[config.mk]
export PLATFORM = sky130hd
export DESIGN_NAME = arb_prio8
export DESIGN_NICKNAME = d
export VERILOG_FILES = /design/src/rtl/arb_prio8.sv
export SDC_FILE = /design/constraint.sdc
export NUM_CORES = 1
export LEC_CHECK = 0
export BUFFER_PORTS_ARGS = -buffer_cell sky130_fd_sc_hd__buf_4
export CORE_MARGIN = 2
export CORE_UTILIZATION = 57
export CTS_BUF_LIST = sky130_fd_sc_hd__clkbuf_8
export CTS_CLUSTER_SIZE = 10
export DETAILED_ROUTE_END_ITERATION = 12
export GPL_TIMING_DRIVEN = 0
export HOLD_SLACK_MARGIN = 0.1
export PLACE_DENSITY_LB_ADDON = 0.1
export SETUP_SLACK_MARGIN = 0.15
export SLEW_MARGIN = 20
export SYNTH_ARGS = -nofsm -noshare
export SYNTH_HDL_FRONTEND = slang
export SYNTH_SLANG_ARGS = --single-unit
[constraint.sdc]
create_clock -name clk -period 3.1 [get_ports clk]
set_input_delay 0.155 -clock clk [delete_from_list [all_inputs] [get_ports clk]]
set_output_delay 0.155 -clock clk [all_outputs]
set_load 0.005 [all_outputs]
[src/rtl/arb_prio8.sv]
// 8-requester arbiter: registered one-hot grant held until done, request drop or hold limit.
// Define ARB_RR_EN for round-robin selection; the default build uses fixed priority (highest index wins).
module arb_prio8 #(
  parameter int N_REQ    = 8,
  parameter int MAX_HOLD = 16
) (
  input  logic               clk,
  input  logic               rst_n,
  input  logic [N_REQ-1:0]   req,
  input  logic [N_REQ-1:0]   done,
  output logic [N_REQ-1:0]   gnt,
  output logic [2:0]         gnt_idx,
  output logic               gnt_valid,
  output logic               timeout
);

  localparam int HW = (MAX_HOLD > 0) ? $clog2(MAX_HOLD + 1) : 1;

  typedef enum logic {IDLE, BUSY} state_t;

  state_t        state;
  logic [HW-1:0] hold_cnt;
  logic [2:0]    win_idx;
  logic          owner_release;
  logic          hold_hit;

`ifdef ARB_RR_EN
  logic [2:0] last_idx;
  logic [2:0] ptr;
  logic [2:0] cand;

  // Walk downward from the slot below the previous owner; the closest set request wins.
  always_comb begin
    ptr     = last_idx - 3'd1;
    win_idx = ptr;
    cand    = ptr;
    for (int k = N_REQ - 1; k >= 0; k--) begin
      cand = ptr - 3'(k);
      if (req[cand]) win_idx = cand;
    end
  end
`else
  always_comb begin
    win_idx = 3'd0;
    for (int i = 0; i < N_REQ; i++) begin
      if (req[i]) win_idx = 3'(i);
    end
  end
`endif

  assign owner_release = done[gnt_idx] | ~req[gnt_idx];
  assign hold_hit      = (MAX_HOLD != 0) && (hold_cnt == HW'(MAX_HOLD));

  always_ff @(posedge clk or negedge rst_n) begin
    if (!rst_n) begin
      state     <= IDLE;
      gnt       <= '0;
      gnt_idx   <= 3'd0;
      gnt_valid <= 1'b0;
      timeout   <= 1'b0;
      hold_cnt  <= '0;
`ifdef ARB_RR_EN
      last_idx  <= 3'd0;
`endif
    end else begin
      timeout <= 1'b0;
      case (state)
        IDLE: begin
          if (|req) begin
            state     <= BUSY;
            gnt       <= N_REQ'(1) << win_idx;
            gnt_idx   <= win_idx;
            gnt_valid <= 1'b1;
            hold_cnt  <= HW'(1);
`ifdef ARB_RR_EN
            last_idx  <= win_idx;
`endif
          end
        end
        BUSY: begin
          // A normal release takes precedence, so done on the limit cycle never flags a timeout.
          if (owner_release || hold_hit) begin
            state     <= IDLE;
            gnt       <= '0;
            gnt_idx   <= 3'd0;
            gnt_valid <= 1'b0;
            hold_cnt  <= '0;
            timeout   <= ~owner_release;
          end else if (hold_cnt != '1) begin
            hold_cnt <= hold_cnt + HW'(1);
          end
        end
        default: begin
          state     <= IDLE;
          gnt       <= '0;
          gnt_idx   <= 3'd0;
          gnt_valid <= 1'b0;
        end
      endcase
    end
  end

endmodule

==> impl_metrics.env <==
export IMPL_setup_tns_ns=0
export IMPL_antenna_found_initial=0
export IMPL_rsz0062_at_grt="false"
export IMPL_worstSetupPathType="reg -> reg"
export IMPL_synth_warnings=0
export IMPL_slowest_delay_ns=0.40
export IMPL_path_max_fanout=10
export IMPL_ys_ff_latch=19
export IMPL_vias=940
export IMPL_yosys_area_top_type="dfrtp_1"
export IMPL_use_met1_pct=33.33
export IMPL_path_delay_family="compound AO/OA/AOI/OAI gates"
export IMPL_die_width_um=47.12
export IMPL_ys_seq_area_share_pct=44.86
export IMPL_dp_cells=160
export IMPL_cts_tree="built"
export IMPL_syn_nets=126
export IMPL_viasPerCell=5.697
export IMPL_num_antenna_cells=0
export IMPL_cts_max_path_buffers=2
export IMPL_cp_common_cell="buf_6"
export IMPL_power_static_leakage_nw=0.6879
export IMPL_grt_max_degree=20
export IMPL_grt_first_pass_wirelength_mm=3.843
export IMPL_cp_cell_sequence="inv_1, ha_1, nor4bb_1, or2_2, a2bb2o_4, buf_6, a21o_1, buf_6, a22o_1"
export IMPL_nFillCells=116
export IMPL_max_freq_mhz=456.2
export IMPL_clkLatencyLatePin_ns=0.26
export IMPL_worst_slack_ns=0.9081
export IMPL_place_gp_congestion=0.8172
export IMPL_path_buf_inv=3
export IMPL_dr_pass1_iters=4
export IMPL_synth_top_area_share_pct=44.86
export IMPL_p_total_mw=0.9370
export IMPL_first_global_vias=890
export IMPL_drv_slew=0
export IMPL_die_y_um=47.12
export IMPL_drive_gt1_share_pct=30.00
export IMPL_cts_hold_fix_buffers=1
export IMPL_synth_cell_types=30
export IMPL_avgSynthCellArea_um2=10.09
export IMPL_wire_per_inst_um=15.18
export IMPL_hold_viol_final=0
export IMPL_grt_overflow_total=0
export IMPL_track_usage_pct=25.46
export IMPL_synth_area_leaders="dfrtp_1 45%, a22o_1 5.8%, inv_1 4.6%"
export IMPL_synthTopCellsByCount="19 x dfrtp_1, 13 x inv_1, 7 x a22o_1, 7 x nor2_1, 6 x nand2b_1"
export IMPL_timing_slew_headroom_pct=67.57
export IMPL_cts_resized=0
export IMPL_endpoint_kind="flip-flop"
export IMPL_syn_area_mm2=0.001060
export IMPL_final_cells=165
export IMPL_post_route_period_util_pct=70.71
export IMPL_nNetsFinal=162
export IMPL_irDropWorstVdd_v=0.0005061
export IMPL_grt_busiest_layer="met2"
export IMPL_synthFlopType="dfrtp_1"
export IMPL_synth_most_common_cell="dfrtp_1"
export IMPL_final_antenna_net_count=0
export IMPL_rows=15
export IMPL_cts_sinks=19
export IMPL_h_tree_depth=1
export IMPL_finalSetupViolCount=0
export IMPL_finalClockSkew_ns=0.003385
export IMPL_numCtsBuffers=3
export IMPL_synth_edf_count=0
export IMPL_fin_util_pct=78.57
export IMPL_dieArea_mm2=0.002220
export IMPL_status="finished, final reports clean"
export IMPL_synthArstFlopShare_pct=100.0
export IMPL_syn_inst=105
export IMPL_maxCapViolations=0
export IMPL_use_met3_pct=3.846
export IMPL_portBuffers=30
export IMPL_synthToLayoutAreaGrowth_pct=29.40
export IMPL_max_slew_worst_pin_slew_ns=0.4823
export IMPL_powerDensity_mw_per_mm2=683.3
export IMPL_dp_slack_ns=0.9099
export IMPL_use_met2_pct=41.64
export IMPL_coreArea_mm2=0.001745
export IMPL_first_iter_violations=28
export IMPL_worstPathArrival_ns=2.34
export IMPL_worstPathRequired_ns=3.24
export IMPL_min_path_type="in -> reg"
export IMPL_drc=0
export IMPL_wl_mm=2.505
export IMPL_post_cts_buffers=0
export IMPL_finalCriticalPeriod_ns=2.192
export IMPL_hpwl_mm=1.835
export IMPL_critical_path_slowest_cell="dfrtp_1"
export IMPL_initial_utilization_pct=60.72
export IMPL_startpoint_type="flip-flop"
export IMPL_ctsRootBufferMaster="clkbuf_8"
export IMPL_clk_pin_slew_ns=0.07
export IMPL_pin_count=31
worst register-to-register path: cells and delay by family, from the launching register on:
| family | cells | cell delay, ns |
|---|---|---|
| flip-flops | 1 | 0.40 |
| AO/OA/AOI/OAI | 3 | 0.63 |
| adder cells (fa/ha/maj) | 1 | 0.14 |
| AND/OR/NAND/NOR | 2 | 0.54 |
| buffers and inverters | 3 | 0.38 |
registers in the layout (all words and copies together), names as in the netlist:
| signal | count |
|---|---|
| gnt_idx | 3 |
| gnt | 8 |
| hold_cnt | 5 |
| gnt_valid | 1 |
| state | 1 |
| timeout | 1 |
power by group:
group | internal [mW] | switching, mW | total (mW)
clock | 0.0881 | 0.0800 | 0.168
sequential | 0.305 | 0.0607 | 0.366
combinational | 0.218 | 0.186 | 0.403
per-stage QoR:
step,hold WS [ns],area (um2)
final,0.1787,1371
after global routing,0.1952,1371
after CTS,0.1796,1371
after detailed placement,0.04162,1316
after global placement,0.03717,1316
after floorplan,-0.1406,1060
placed cells by master (no fill, tap or decap):
master	instances
clkbuf_1	1
mux4_2	2
a21o_1	2
a2bb2o_4	1
dfrtp_1	19
buf_2	1
o31ai_1	1
a22o_1	7
o211ai_1	1
a31oi_1	3
inv_1	14
clkbuf_8	3
buf_4	30
o21a_1	1
nand2_1	4
o22ai_1	5
or2_2	1
ha_1	3
a32o_2	2
nand2b_1	6
buf_6	2
mux2i_1	1
or4_1	2
a21oi_1	4
o21ai_0	3
nand3b_1	1
o21bai_1	1
nor3_1	2
nor2b_1	5
dlygate4sd3_1	1
and3_1	3
nor4bb_1	1
nor2_1	7
logic make-up (layout without fill, tap and decap cells):
family                     after synthesis  after routing  share of synthesized area, %
and+or+nand+nor                         32             32                         16.77
buffers and inverters                   17             52                         7.555
DFF                                     19             19                         44.86
adders and majority gates                3              3                         3.542
muxes                                    3              3                         5.195
AOI/OAI and AO/OA                       31             31                         22.08
final timing paths:
kind / start / endpoint / slack (ns) / depth (start not counted)
max: hold_cnt[0] / gnt[1] / 0.91 / 9
min: req[5] / gnt[5] / 0.18 / 2
max reg2reg: hold_cnt[0] / gnt[1] / 0.91 / 9
min reg2reg: gnt_valid / gnt_valid / 0.49 / 1
max in group asynchronous: rst_n / gnt[6] / 2.59 / 2
min in group asynchronous: rst_n / hold_cnt[4] / 0.30 / 2
metal layers:
metal	wire [um]	part of all wire [%]
met2	1257	50
met1	1081	43
met3	102	4.1
met5	0	0
met4	63	2.5
final cells by class:
class	count	area (um2)	area share, %
multi-input cells	69	504.2	36.77
flip-flops and latches	19	475.5	34.67
repair buffers	31	235.2	17.15
inverters	13	48.80	3.558
clock buffers	3	41.29	3.011
plain buffers	4	31.28	2.281
well taps	25	31.28	2.281
clock inverters	1	3.754	0.2737
No activity file was read; power rests on OpenSTA's default activity.
